===== config.mk =====
export PLATFORM = sky130hd
export DESIGN_NAME = kf8259_bus_control_seq
export DESIGN_NICKNAME = d
export VERILOG_FILES = /design/src/rtl/kf8259_bus_control_seq.sv
export SDC_FILE = /design/constraint.sdc
export NUM_CORES = 1
export LEC_CHECK = 0
export ABC_AREA = 1
export BUFFER_PORTS_ARGS = -buffer_cell sky130_fd_sc_hd__buf_4
export CORE_AREA = 2 2 55 57
export DETAILED_ROUTE_END_ITERATION = 16
export DIE_AREA = 0 0 57 59
export PLACE_DENSITY = 0.77
export SYNTH_ARGS = -nofsm -noshare
export SYNTH_HDL_FRONTEND = slang
export SYNTH_SLANG_ARGS = --single-unit

===== constraint.sdc =====
create_clock -name clock -period 1.5 [get_ports clock]
set_input_delay 0.225 -clock clock [delete_from_list [all_inputs] [get_ports clock]]
set_output_delay 0.225 -clock clock [all_outputs]
set_load 0.005 [all_outputs]

===== src/rtl/kf8259_bus_control_seq.sv =====
// Host bus front end for the KF8259: synchronises CS/RD/WR, latches write data,
// sequences ICW1..ICW4 and emits one-cycle per-command strobes plus OCW3 read state.
module kf8259_bus_control_seq #(
  parameter int DATA_WIDTH  = 8,
  parameter int SYNC_STAGES = 2
) (
  input  logic                  clock,
  input  logic                  reset,
  input  logic                  chip_select_n,
  input  logic                  read_enable_n,
  input  logic                  write_enable_n,
  input  logic                  address,
  input  logic [DATA_WIDTH-1:0] data_bus_in,
  output logic [DATA_WIDTH-1:0] internal_data_bus,
  output logic                  write_icw1,
  output logic                  write_icw2,
  output logic                  write_icw3,
  output logic                  write_icw4,
  output logic                  write_ocw1,
  output logic                  write_ocw2,
  output logic                  write_ocw3,
  output logic                  read,
  output logic [2:0]            init_state,
  output logic                  initialized,
  output logic                  read_isr,
  output logic                  poll_command
);

  typedef enum logic [2:0] {
    IDLE      = 3'd0,
    WAIT_ICW2 = 3'd1,
    WAIT_ICW3 = 3'd2,
    WAIT_ICW4 = 3'd3,
    READY     = 3'd4
  } init_state_t;

  // Strobe vector bit order: {icw1, icw2, icw3, icw4, ocw1, ocw2, ocw3}
  localparam logic [6:0] S_ICW1 = 7'b1000000;
  localparam logic [6:0] S_ICW2 = 7'b0100000;
  localparam logic [6:0] S_ICW3 = 7'b0010000;
  localparam logic [6:0] S_ICW4 = 7'b0001000;
  localparam logic [6:0] S_OCW1 = 7'b0000100;
  localparam logic [6:0] S_OCW2 = 7'b0000010;
  localparam logic [6:0] S_OCW3 = 7'b0000001;

  logic [SYNC_STAGES-1:0] cs_sync, rd_sync, wr_sync, valid_sync;
  logic cs_s, rd_s, wr_s;
  logic cs_prev, wr_prev, read_prev, armed;
  logic write_event;
  logic addr_q;
  logic [DATA_WIDTH-1:0] data_q;

  init_state_t state, state_next;
  logic [6:0] strobe, strobe_next;
  logic ic4, ic4_next, sngl, sngl_next;
  logic isr_next, poll_next;

  // valid_sync marks when the synchroniser holds real pin samples rather than reset fill.
  always_ff @(posedge clock or posedge reset) begin
    if (reset) begin
      cs_sync    <= '1;
      rd_sync    <= '1;
      wr_sync    <= '1;
      valid_sync <= '0;
    end else begin
      cs_sync[0]    <= chip_select_n;
      rd_sync[0]    <= read_enable_n;
      wr_sync[0]    <= write_enable_n;
      valid_sync[0] <= 1'b1;
      for (int i = 1; i < SYNC_STAGES; i++) begin
        cs_sync[i]    <= cs_sync[i-1];
        rd_sync[i]    <= rd_sync[i-1];
        wr_sync[i]    <= wr_sync[i-1];
        valid_sync[i] <= valid_sync[i-1];
      end
    end
  end

  assign cs_s = cs_sync[SYNC_STAGES-1];
  assign rd_s = rd_sync[SYNC_STAGES-1];
  assign wr_s = wr_sync[SYNC_STAGES-1];
  assign read = ~cs_s & ~rd_s & wr_s;

  // A write edge only counts once a genuine high level has been seen since reset.
  assign write_event = armed & ~wr_prev & wr_s & ~cs_prev;

  always_ff @(posedge clock or posedge reset) begin
    if (reset) begin
      cs_prev           <= 1'b1;
      wr_prev           <= 1'b1;
      read_prev         <= 1'b0;
      armed             <= 1'b0;
      addr_q            <= 1'b0;
      data_q            <= '0;
    end else begin
      cs_prev   <= cs_s;
      wr_prev   <= wr_s;
      read_prev <= read;
      armed     <= armed | (valid_sync[SYNC_STAGES-1] & wr_s);
      if (~cs_s & ~wr_s) begin
        addr_q <= address;
        data_q <= data_bus_in;
      end
    end
  end

  assign internal_data_bus = data_q;

  always_ff @(posedge clock or posedge reset) begin
    if (reset) begin
      state        <= IDLE;
      strobe       <= '0;
      ic4          <= 1'b0;
      sngl         <= 1'b0;
      read_isr     <= 1'b0;
      poll_command <= 1'b0;
    end else begin
      state        <= state_next;
      strobe       <= strobe_next;
      ic4          <= ic4_next;
      sngl         <= sngl_next;
      read_isr     <= isr_next;
      poll_command <= poll_next;
    end
  end

  always_comb begin
    state_next  = state;
    strobe_next = '0;
    ic4_next    = ic4;
    sngl_next   = sngl;
    isr_next    = read_isr;
    poll_next   = poll_command;
    if (read_prev & ~read) poll_next = 1'b0;
    if (write_event) begin
      if (~addr_q && data_q[4]) begin
        strobe_next = S_ICW1;
        ic4_next    = data_q[0];
        sngl_next   = data_q[1];
        state_next  = WAIT_ICW2;
        isr_next    = 1'b0;
        poll_next   = 1'b0;
      end else if (addr_q) begin
        case (state)
          WAIT_ICW2: begin
            strobe_next = S_ICW2;
            if (!sngl)    state_next = WAIT_ICW3;
            else if (ic4) state_next = WAIT_ICW4;
            else          state_next = READY;
          end
          WAIT_ICW3: begin
            strobe_next = S_ICW3;
            state_next  = ic4 ? WAIT_ICW4 : READY;
          end
          WAIT_ICW4: begin
            strobe_next = S_ICW4;
            state_next  = READY;
          end
          READY:   strobe_next = S_OCW1;
          default: ;
        endcase
      end else if (state == READY) begin
        if (!data_q[3]) begin
          strobe_next = S_OCW2;
        end else begin
          strobe_next = S_OCW3;
          if (data_q[1]) isr_next = data_q[0];
          if (data_q[2]) poll_next = 1'b1;
        end
      end
    end
  end

  assign {write_icw1, write_icw2, write_icw3, write_icw4,
          write_ocw1, write_ocw2, write_ocw3} = strobe;
  assign init_state  = state;
  assign initialized = (state == READY);

endmodule


* Word level (Yosys, flattened, before mapping)
Index checks and enable logic that the tools add are counted.
Storage, ports and cells: bits in latches 0, output and inout bits 22, bits of input ports 14, register bits 35, RAM bits 0, ROM bits 0, word-level logic and storage cells 69, memories kept 0
Operators by class: mux-type cells 23, shifts and indexed selects 0, divide/modulo/power cells 0, reduce and logical (&&, ||, !) cells 9, add/subtract/negate cells 0, equality and inequality tests 5, bitwise operators 16, multipliers 0, order comparisons 0
Operators with widths (number):
- 6-bit one-hot mux with 4 select lines | 1
- 7-bit 2-to-1 mux | 3
- 1-bit 2-to-1 mux | 12
- 3-bit 2-to-1 mux | 4
- 3-bit one-hot mux with 3 select lines | 1
- 1-bit AND | 8
- 2-bit nonzero test | 4
- 1-bit inverter | 7
- 3-bit by 2-bit equality test with 1-bit output (second input constant) | 2
- 5-bit AND reduction | 1
- 2-bit 2-to-1 mux | 2
- 4-bit nonzero test | 1
- 3-bit by 1-bit equality test with 1-bit output (second input constant) | 1
- 3-bit equality test (second input constant) | 1
- 3-bit AND reduction | 1
- 2-bit by 1-bit != test with 1-bit output (second input constant) | 1
- 2-bit AND reduction | 1
- 1-bit logical AND | 1
- 1-bit OR | 1

* Depth between registers and ports, before layout
depth in word-level cells 12, mapped depth 7, gate-level depth less buffers 7

* Worst setup path after synthesis
No wires, ideal clock.
kind register to register, start reg wr_sync[1], end reg state[1] (netlist: init_state[1]), cell stages (with the launch flop) 7, path slack 0.360 ns, buffers on the path 0, period minus slack after synthesis 1.140 ns, setup time 0.065 ns, arrival time 1.075 ns, required time 1.435 ns, cell sequence dfstp_2 -> nand2_2 -> nor2_4 -> nand2_1 -> nor2_1 -> nand2_1 -> nand2_1
On the way: cells in the longest elaborated chain, start to end 3
RTL lines:
- start, declared | RTL line 46 | logic [SYNC_STAGES-1:0] cs_sync, rd_sync, wr_sync, valid_sync;
- start signal, assigned by index | RTL line 73 | wr_sync[i] <= wr_sync[i-1];
- 1-bit AND (2 in series) | RTL line 85 | assign write_event = armed & ~wr_prev & wr_s & ~cs_prev;
- 3-bit AND reduction (no source line)
- end signal, assigned | RTL line 118 | state <= state_next;
- end, declared | RTL line 53 | init_state_t state, state_next;
Every way passes these cells. A chain may end at the register's enable or synchronous reset.

* Worst setup path in the final report
start reg wr_sync[1], end out read
On the way: cells in the longest elaborated chain, start to end 1
RTL lines:
- 1-bit AND | RTL line 82 | assign read = ~cs_s & ~rd_s & wr_s;
- end, declared | RTL line 22 | output logic read,
Every way passes these cells.

==> out/results.tsv <==
stage	metric	value	unit
status	status	finished, final reports clean	
clocking	cts_buffers	5	
sta	setup_ws	0.0979	ns
clocking	numClockSinks	35	
critical_path	required	1.27	ns
run	cap_violations	0	
logic_synthesis	yosysWarnings	0	
global_routing	grt_max_degree	36	
critical_path	crit_family	flip-flops	
logic_synthesis	synth.distinct_cells	17	
critical_path	cp_slowest_cell	dfstp_2	
finish	drive_gt1_frac	0.364	
clocking	max-clock-path-buffers	2	
finish	final.fill_count	217	
finish	area_growth	37.0	%
finish	antennaDiodeCount	0	
sta	hold_viol	0	
logic_synthesis	syn_nets	146	
critical_path	cp-start-kind	flip-flop	
logic_synthesis	synth_seq_cells	35	
die	core	2710	sq um
clocking	clock_latency	0.34	ns
logic_synthesis	syn_inst	132	
routing	drcViolationCount	0	
die	chipHeight	59	um
clocking	root_buffer	clkbuf_4	
place	place_congestion	0.892	
sta	setup_viol	0	
die	rows	19	
die	fp.dieW	57	um
routing	viasPerCell	5.01	
logic_synthesis	yosysTopAreaCell	dfrtp_1	
critical_path	cp.arrival	1.18	ns
die	top_level_ports	36	
global_routing	antenna_found_initial	0	
routing	postRouteAntennaNets	0	
power_and_ir_drop	total_power	2.50	mW
sta	hold_ws	0.0861	ns
sta	post-route-period-util	0.935	
routing	wl_per_cell	12.4	um
critical_path	endpoint_kind	primary output	
logic_synthesis	synthTopCellsByArea	dfrtp_1 (51%), dfstp_2 (16%), nand2_1 (9.8%), inv_1 (4.2%), nor2_1 (3.7%)	
critical_path	crit_type	reg -> out	
critical_path	slowest_delay	0.59	ns
place	post-place-ws	0.249	ns
critical_path	worstPathMaxFanout	5	
critical_path	cp_num_buf_inv	2	
global_routing	grt_pass1_vias	1058	
sta	fin_crit	1.40	ns
routing	first_pass_iters	4	
die	initial_core_util	0.492	
critical_path	path_cells	nand2_1 -> inv_2 -> buf_4	
finish	final_nets	197	
sta	clock.fmax	713	MHz
sta	final_max_slew_viol_count	0	
sta	clock_skew	0.00437	ns
routing	drtIter0Drc	21	
logic_synthesis	synth.avg_cell_area	10.1	sq um
finish	fin_util	0.674	
global_routing	grt_pass1_wl	4420	um
power_and_ir_drop	vdd_drop_max	0.00122	V
sta	rsz0062_at_grt	no	
logic_synthesis	yosysTopAreaCellShare	0.507	
min_path	hp-class	in -> reg	
clocking	htree_levels	2	
place	dpl.hpwl	1870	um
logic_synthesis	syn_area	1330	sq um
die	die-area	3360	sq um
clocking	cts_tree	yes	
logic_synthesis	ys_seq_area_frac	0.664	
global_routing	overflow	0	
power_and_ir_drop	power_density	1370	nW/um^2
sta	fin_setup_tns	0	ns
power_and_ir_drop	leakagePower	0.922	nW
routing	routed_wl	2660	um
place	place.port_buffers	35	
routing	vias	1077	
clocking	cts.clk_slew.worst_paths	0.11	ns
global_routing	grt_util_all_layers	0.182	
-- power by group --
part	switching [mW]	internal (mW)	total, mW
sequential	0.101	1.05	1.16
combinational	0.259	0.251	0.510
clock	0.315	0.518	0.833
-- cells in the final DEF, fill, tap and decap left out --
cell type	n
nand2_1	35
inv_1	14
nand4_1	3
dfrtp_1	26
nand2_2	1
conb_1	1
dlygate4sd3_1	4
nand3_1	9
bufinv_16	2
nor3_1	4
dfrtp_2	1
nor2_1	12
nor2_2	1
inv_2	1
a21oi_1	1
a21o_1	1
o21ai_0	7
clkbuf_4	5
nor2_4	2
buf_4	41
clkinvlp_4	1
dfstp_2	8
mux2_2	4
-- flip-flops by register name (all words and copies together) (netlist names) --
register           count
strobe                 7
cs_prev                1
init_state             3
wr_sync                2
wr_prev                1
sngl                   1
addr_q                 1
ic4                    1
armed                  1
valid_sync             2
read_prev              1
poll_command           1
rd_sync                2
internal_data_bus      8
read_isr               1
cs_sync                2
-- final timing paths --
path | endpoint | cells after the start | startpoint | slack [ns]
min in group asynchronous | valid_sync[0] | 4 | reset | 0.55
hold reg to reg | rd_sync[1] | 0 | rd_sync[0] | 0.36
hold / removal | internal_data_bus[3] | 3 | data_bus_in[3] | 0.09
setup reg to reg | internal_data_bus[6] | 3 | cs_sync[1] | 0.18
max in group asynchronous | wr_prev | 4 | reset | 0.62
setup / recovery | read | 3 | wr_sync[1] | 0.1
-- cell families (layout without fill, tap and decap cells) --
kind of cell	after synthesis	after routing	synth area share
flip-flops	35	35	0.664
other	1	1	0.00281
AO/OA/AOI/OAI	9	9	0.0356
multiplexers	4	4	0.0338
AND/OR/NAND/NOR	67	67	0.216
buffers and inverters	16	68	0.0478
-- metal layers --
layer	wire length (um)	GRT usage
met2	1350	0.302
met4	64	0.0864
met1	1010	0.201
met3	238	0.0830
met5	0	0
-- through the flow --
| stage | cells | area (sq um) |
|---|---|---|
| floorplan | 132 | 1330 |
| global placement | 199 | 1640 |
| detailed placement | 199 | 1640 |
| CTS | 211 | 1790 |
| global route | 215 | 1830 |
| finish | 215 | 1830 |
-- layout make-up --
type,count,area [sq um],area share
Clock buffer,5,37.5,0.0205
Clock inverter,3,67.6,0.0370
Inverter,15,56.3,0.0308
Multi-Input combinational cell,81,392,0.214
Sequential cell,35,887,0.486
Tap cell,31,38.8,0.0212
Timing Repair Buffer,45,348,0.190
-- Yosys cell counts (all sizes together) --
master,number
nand2,36
dfrtp,27
inv,15
nor2,15
nand3,9
dfstp,8
o21ai,7
mux2,4
nor3,4
nand4,3
a21o,1
a21oi,1
buf,1
conb,1
-- tightest hold or removal path: cells and delay by family --
family,cells,cell delay (ns)
buffers and inverters,1,0.08
AOI/OAI and AO/OA,1,0.05
and+or+nand+nor,1,0.04
-- timing repair --
action                     4_1_cts  5_1_grt
setup endpoints to repair        1        2
hold buffers                     4        0
resized for setup                1        3
pin swaps                        0        1
setup buffers                    0        4
hold endpoints to repair        30        0
(Power assumes the default switching activity.)
